**src/rtl/trace_log_arbiter.sv**
```systemverilog
// Per-message round-robin arbiter merging N byte streams into one line-wrapped trace stream.
// Optional TRACE_ARB_TAG_EN prefixes every message with a two-letter requester tag and ':'.
//
// state | meaning
// ------+-------------------------------------------------------------
// IDLE  | no owner; arbitrate among valid requesters
// TAG0  | emit tag high letter (TRACE_ARB_TAG_EN only)
// TAG1  | emit tag low letter (TRACE_ARB_TAG_EN only)
// TAGC  | emit ':' separator (TRACE_ARB_TAG_EN only)
// BODY  | forward owner bytes until last
// WRAP  | line full: insert '\n', owner stalled
// EOL   | message ended without '\n': append one
module trace_log_arbiter #(
    parameter int NUM_REQ  = 4,
    parameter int LINE_LEN = 76,
    parameter int ID_W     = (NUM_REQ > 1) ? $clog2(NUM_REQ) : 1
) (
    input  logic                 clk_i,
    input  logic                 rst_i,
    input  logic [NUM_REQ-1:0]   req_valid_i,
    input  logic [8*NUM_REQ-1:0] req_data_i,
    input  logic [NUM_REQ-1:0]   req_last_i,
    output logic [NUM_REQ-1:0]   req_ready_o,
    output logic                 out_valid_o,
    output logic [7:0]           out_data_o,
    input  logic                 out_ready_i,
    output logic                 busy_o,
    output logic [ID_W-1:0]      grant_id_o
);

    localparam logic [7:0] CHAR_NL  = 8'h0A;
    localparam logic [7:0] LINE_MAX = 8'(LINE_LEN);

    typedef enum logic [2:0] {
        S_IDLE,
`ifdef TRACE_ARB_TAG_EN
        S_TAG0,
        S_TAG1,
        S_TAGC,
`endif
        S_BODY,
        S_WRAP,
        S_EOL
    } state_t;

    state_t          state_q, state_d;
    logic [ID_W-1:0] grant_q;
    logic [ID_W-1:0] rr_q;
    logic [7:0]      col_q;
    logic            out_valid_q;
    logic [7:0]      out_data_q;

    logic            slot_free;
    logic            arb_found;
    logic [ID_W-1:0] arb_idx;
    logic [ID_W-1:0] rr_next;
    logic [ID_W:0]   arb_sum;
    logic [ID_W-1:0] arb_cand;
    logic            gnt_valid;
    logic            gnt_last;
    logic [7:0]      gnt_data;
    logic            grant_en;
    logic            load;
    logic [7:0]      load_data;

    assign slot_free   = !out_valid_q || out_ready_i;
    assign out_valid_o = out_valid_q;
    assign out_data_o  = out_data_q;
    assign busy_o      = (state_q != S_IDLE);
    assign grant_id_o  = grant_q;

    // Search from rr_q upward with wrap; first valid requester wins.
    always_comb begin
        arb_found = 1'b0;
        arb_idx   = '0;
        arb_sum   = '0;
        arb_cand  = '0;
        for (int i = 0; i < NUM_REQ; i++) begin
            arb_sum = {1'b0, rr_q} + (ID_W+1)'(i);
            if (arb_sum >= (ID_W+1)'(NUM_REQ)) begin
                arb_sum = arb_sum - (ID_W+1)'(NUM_REQ);
            end
            arb_cand = arb_sum[ID_W-1:0];
            if (!arb_found && req_valid_i[arb_cand]) begin
                arb_found = 1'b1;
                arb_idx   = arb_cand;
            end
        end
    end

    assign rr_next = (arb_idx == ID_W'(NUM_REQ - 1)) ? '0 : arb_idx + ID_W'(1);

    always_comb begin
        gnt_valid = 1'b0;
        gnt_last  = 1'b0;
        gnt_data  = 8'h00;
        for (int k = 0; k < NUM_REQ; k++) begin
            if (grant_q == ID_W'(k)) begin
                gnt_valid = req_valid_i[k];
                gnt_last  = req_last_i[k];
                gnt_data  = req_data_i[8*k +: 8];
            end
        end
    end

`ifdef TRACE_ARB_TAG_EN
    logic [7:0] tag_hi;
    logic [7:0] tag_lo;

    assign tag_hi = 8'(97 + int'(grant_q) / 26);
    assign tag_lo = 8'(97 + int'(grant_q) % 26);
`endif

    always_comb begin
        state_d     = state_q;
        req_ready_o = '0;
        grant_en    = 1'b0;
        load        = 1'b0;
        load_data   = 8'h00;
        case (state_q)
            S_IDLE: begin
                if (arb_found) begin
                    grant_en = 1'b1;
`ifdef TRACE_ARB_TAG_EN
                    state_d  = S_TAG0;
`else
                    state_d  = S_BODY;
`endif
                end
            end
`ifdef TRACE_ARB_TAG_EN
            S_TAG0: begin
                if (slot_free) begin
                    load      = 1'b1;
                    load_data = tag_hi;
                    state_d   = S_TAG1;
                end
            end
            S_TAG1: begin
                if (slot_free) begin
                    load      = 1'b1;
                    load_data = tag_lo;
                    state_d   = S_TAGC;
                end
            end
            S_TAGC: begin
                if (slot_free) begin
                    load      = 1'b1;
                    load_data = 8'h3A;
                    state_d   = S_BODY;
                end
            end
`endif
            S_BODY: begin
                if (col_q == LINE_MAX) begin
                    state_d = S_WRAP;
                end else begin
                    for (int k = 0; k < NUM_REQ; k++) begin
                        req_ready_o[k] = slot_free && (grant_q == ID_W'(k));
                    end
                    if (slot_free && gnt_valid) begin
                        load      = 1'b1;
                        load_data = gnt_data;
                        // A message already closed by its own '\n' needs no EOL.
                        if (gnt_last) begin
                            state_d = (gnt_data == CHAR_NL) ? S_IDLE : S_EOL;
                        end
                    end
                end
            end
            S_WRAP: begin
                if (slot_free) begin
                    load      = 1'b1;
                    load_data = CHAR_NL;
                    state_d   = S_BODY;
                end
            end
            S_EOL: begin
                if (slot_free) begin
                    load      = 1'b1;
                    load_data = CHAR_NL;
                    state_d   = S_IDLE;
                end
            end
            default: state_d = S_IDLE;
        endcase
    end

    always_ff @(posedge clk_i or posedge rst_i) begin
        if (rst_i) begin
            state_q     <= S_IDLE;
            grant_q     <= '0;
            rr_q        <= '0;
            col_q       <= 8'h00;
            out_valid_q <= 1'b0;
            out_data_q  <= 8'h00;
        end else begin
            state_q <= state_d;
            if (grant_en) begin
                grant_q <= arb_idx;
                rr_q    <= rr_next;
            end
            if (slot_free) begin
                out_valid_q <= load;
            end
            if (load) begin
                out_data_q <= load_data;
                col_q      <= (load_data == CHAR_NL) ? 8'h00 : col_q + 8'd1;
            end
        end
    end

endmodule
```
**config.mk**
```make
export PLATFORM = sky130hd
export DESIGN_NAME = trace_log_arbiter
export DESIGN_NICKNAME = d
export VERILOG_FILES = /design/src/rtl/trace_log_arbiter.sv
export SDC_FILE = /design/constraint.sdc
export NUM_CORES = 1
export LEC_CHECK = 0
export CORE_ASPECT_RATIO = 2
export CORE_MARGIN = 5
export CORE_UTILIZATION = 46
export CTS_BUF_LIST = sky130_fd_sc_hd__clkbuf_8
export DETAILED_ROUTE_END_ITERATION = 8
export GPL_TIMING_DRIVEN = 0
export PLACE_DENSITY = 0.82
export SLEW_MARGIN = 20
export SYNTH_ARGS = -nofsm -noshare
export SYNTH_HDL_FRONTEND = slang
export SYNTH_SLANG_ARGS = --single-unit
```
**constraint.sdc**
```tcl
create_clock -name clk_i -period 2 [get_ports clk_i]
set_clock_uncertainty 0.05 [all_clocks]
set_input_delay 0.3 -clock clk_i [delete_from_list [all_inputs] [get_ports clk_i]]
set_output_delay 0.3 -clock clk_i [all_outputs]
set_load 0.05 [all_outputs]
```
==> run summary <==
The register-to-register setup slack was 0.003 ns; the total instance count after detailed placement was 279. The worst register-to-register path begins at grant_id_o[0]$_DFFE_PP0P_. For the number of detailed-route iterations in the first pass, the log shows 4. For this block, the routed nets add up to 4.64 mm of wire. Detailed routing placed a total of 2.70 mm of wire on met2. The logs give 284 for the final-stage net count and 1 for the maximum level of the CTS H-tree. The total met3 wirelength after detailed routing is 196 um. The relative max-transition margin was 40.7%. The total CTS buffers was 3; the setup total negative slack was 0 ns. The final worst-path cycle share works out to 99.8%. For this run, the share of the core covered by cells in the final layout is 69.8%. The post-synthesis register bit count is 23, and the final period demand of the worst path is 2.00 ns.

The netlist uses 48 different library cells. At the pin with the least slew margin, the transition time is 0.889 ns. For the final number of hold-violating endpoints, the log shows 0. The data required time of the critical path is 2.10 ns, and the die footprint is 4960 um^2. The number of design rule violations left after detail routing is 0, and the area of all sequential standard cells is 578 um^2.

The cell with the largest stage delay on the worst path was sky130_fd_sc_hd__mux4_2. Clock latency on the worst-skew pair, taken at its later pin, is 0.26 ns. Data arrives at the worst endpoint at 2.10 ns. Entering global routing, the biggest net connects 24 pins. The clock net in this run drives a total of 23 sinks. The detail route stage leaves a number of antenna-violating nets equal to 0. The floorplan step set the die width to 52.4 um. Among cell families on the critical path, the largest total delay comes from multiplexers.

No sink is reached through more buffers than the 2 on the longest clock path. The setup slack of the critical path after layout was 0.00310 ns; the maximum fanout along the worst path was 10. The area of all placed cells without fillers was 2490 um^2. Total count of max-transition violations in the final report: 0. The mean area per synthesized cell was 9.50 um^2.

Once the floorplan was initialized, standard cells occupied 46.3% of the core. Setup violations remaining at the end of the flow were counted as 0. The number of enable-type register cells in the synthesized netlist came out at 0. The run gives 0.000847 V as the worst voltage drop across the vdd grid.

Power spread over the standard cell area amounts to 1330 nW/um^2. The final instance count without filler cells came out at 287. The most used flip-flop cell after synthesis is sky130_fd_sc_hd__dfrtp_1. The first element of the critical path is grant_id_o[0]$_DFFE_PP0P_.

The critical path crosses 7 cells after its start point. The first global-routing pass estimated 7.38 mm of wire. The top routing layer in use was met4. Of the synthesized area, sequential elements account for 34.8%.

For this run the aggregate overflow at the end of global routing stands at 0. I/O pin count: 59. The initial antenna violation count came out at 0.

The number of nets handed over by synthesis was 219. The logs give 1650 um^2 for the cell area after technology mapping and 0.000976 uW for the leakage power summed over all cells. The longest individual stage delay on the worst path was 0.53 ns. Of all flip-flops after synthesis, the portion carrying an async set or reset was 100%. The standard cell area after detailed placement was 2330 um^2; the total of fill cells in the finished design was 294. The cell count after synthesis came out at 174.

The run finished with clean final reports. The count of buffers added on input and output ports is 56. TritonCTS built the clock tree. The tools report the element type at the critical path start as a flip-flop. The tools report the detailed-route via count as 1646. In this run the worst setup path terminates at col_q[6]$_DFFE_PP0P_. The detailed router finished its first iteration with 58 violations.

After clock tree synthesis, the clock-pin slew on the worst setup and hold paths is 0.09 ns. The congestion estimate from routability-driven global placement came to 0.781. The via density per instance works out to 5.74. The critical path contains buffers and inverters numbering 2 combined.

In this run the clock root is driven by a sky130_fd_sc_hd__clkbuf_8. The die is 94.8 um tall. Prior to clock tree synthesis, the placed netlist has a worst setup slack of -0.540 ns.

The number of antenna diodes in the final layout is 0. Walking the worst path, the cells encountered are buf_6, buf_12, mux4_2, nor2_2, nand3_4, a21oi_4, a21oi_1. The tool flagged a number of max-cap violations equal to 0.

Based on the critical path, the design can be clocked at up to 501 MHz. The logs give 1648 for the via count of the first global-routing pass and 31 for the number of rows created at floorplan. STA classifies the critical path endpoint as a flip-flop.

The post-synthesis to final-layout area growth works out to 50.6%. The logs give 1.65 mm for the wire length the detailed router placed on met1 and 0 for the number of warnings printed during yosys synthesis. The critical path in this run is classified as flip-flop to flip-flop.

The worst hold-check path type is input pin to asynchronous set/reset pin. Setup repair after global routing could not meet its margin everywhere. The reg-to-reg endpoint is col_q[6]$_DFFE_PP0P_. The average detailed-routed wire length per instance is 16.2 um. The detailed placement HPWL was 3.61 mm; the total routing resource utilization after global routing was 19.4%. The core region is 3570 um^2. Summing all multi-input logic gate instances after layout gives 1090 um^2. In the final layout, the share of cells above drive strength 1 is 21.8%. The number of cells on the worst reg-to-reg path is 7.
==> per-stage QoR <==
step | total power, uW | hold slack (ns)
5_1_grt | 3550 | 0.516
3_5_place_dp | 2820 | 0.473
6_report | 3320 | 0.474
4_1_cts | 3180 | 0.483
2_1_floorplan | 2270 | 0.252
3_3_place_gp | 2790 | 0.466
==> routing by layer <==
layer  GRT usage (%)  vias up
li1                -      781
met1            21.4      799
met2            35.5       56
met3            2.53       10
met4            8.53        0
met5               0        -
==> layout by cell type, fill, tap and decap left out, types with 8 or more instances in the layout <==
cell and instances:
sky130_fd_sc_hd__mux4_2 8, sky130_fd_sc_hd__a21oi_1 9, sky130_fd_sc_hd__nand2_1 25, sky130_fd_sc_hd__dfrtp_1 21, sky130_fd_sc_hd__o21ai_0 17, sky130_fd_sc_hd__buf_4 8, sky130_fd_sc_hd__clkdlybuf4s50_1 49, sky130_fd_sc_hd__inv_1 8
==> where the power goes <==
group	leakage (uW)	internal, uW	total, uW	switching (uW)
clock	0.0000255	139	295	156
sequential	0.000287	613	772	159
combinational	0.000663	958	2250	1290
==> kinds of logic after synthesis <==
group | count (synthesis) | share of synthesized area, %
AOI/OAI and AO/OA | 48 | 20.0
xor gates and xnor gates | 2 | 1.06
adders and majority gates | 2 | 1.51
buffers and inverters | 19 | 5.90
DFF | 23 | 34.8
muxes | 14 | 16.5
and+or+nand+nor | 66 | 20.2
==> worst register-to-register path, cell delays in order (launching register included) <==
cell and delay [ns]:
sky130_fd_sc_hd__dfrtp_2 0.39, sky130_fd_sc_hd__buf_6 0.15, sky130_fd_sc_hd__buf_12 0.15, sky130_fd_sc_hd__mux4_2 0.53, sky130_fd_sc_hd__nor2_2 0.18, sky130_fd_sc_hd__nand3_4 0.12
sky130_fd_sc_hd__a21oi_4 0.26, sky130_fd_sc_hd__a21oi_1 0.07
==> layout make-up <==
| cell class | count | area share, % |
|---|---|---|
| flip-flops and latches | 23 | 23.2 |
| repair buffers | 63 | 24.7 |
| clock inverters | 1 | 0.201 |
| well taps | 49 | 2.46 |
| inverters | 8 | 1.21 |
| clock buffers | 3 | 1.66 |
| multi-input cells | 132 | 43.8 |
| plain buffers | 8 | 2.76 |
==> synthesized netlist by cell type, drive strengths merged, types with 4 or more instances <==
library cell  count  area [um^2]
nand2            25         93.8
dfrtp            23          576
o21ai            17         85.1
a21oi            12         78.8
nor2             11         43.8
mux4             10          233
inv               8         30.0
buf               7         52.5
or3               5         31.3
clkbuf            4         15.0
mux2i             4         40.0
nor3              4         20.0
==> worst min-delay path by stage <==
stage                         startpoint                    endpoint  slack (ns)
6_report                           rst_i        col_q[4]$_DFFE_PP0P_        0.47
5_1_grt                   req_valid_i[0]      state_q[0]$_DFFE_PP0P_        0.52
4_1_cts        out_data_o[6]$_DFFE_PP0P_   out_data_o[6]$_DFFE_PP0P_        0.48
3_5_place_dp   out_data_o[6]$_DFFE_PP0P_   out_data_o[6]$_DFFE_PP0P_        0.47
3_3_place_gp   out_data_o[6]$_DFFE_PP0P_   out_data_o[6]$_DFFE_PP0P_        0.47
2_1_floorplan                      rst_i  asynchronous set/reset pin        0.25
==> sequential cells by signal, indices dropped and copies added (netlist names), named ones only <==
name	flops
col_q	8
out_valid_o	1
rr_q	1
grant_id_o	2
out_data_o	8
state_q	2
==> what timing repair did <==
item	CTS	global route
resized for setup	33	11
hold buffers	0	0
endpoints found under the setup margin	14	20
setup buffers	1	6
pin swaps	0	5
Power figures use the tool's default switching activity.
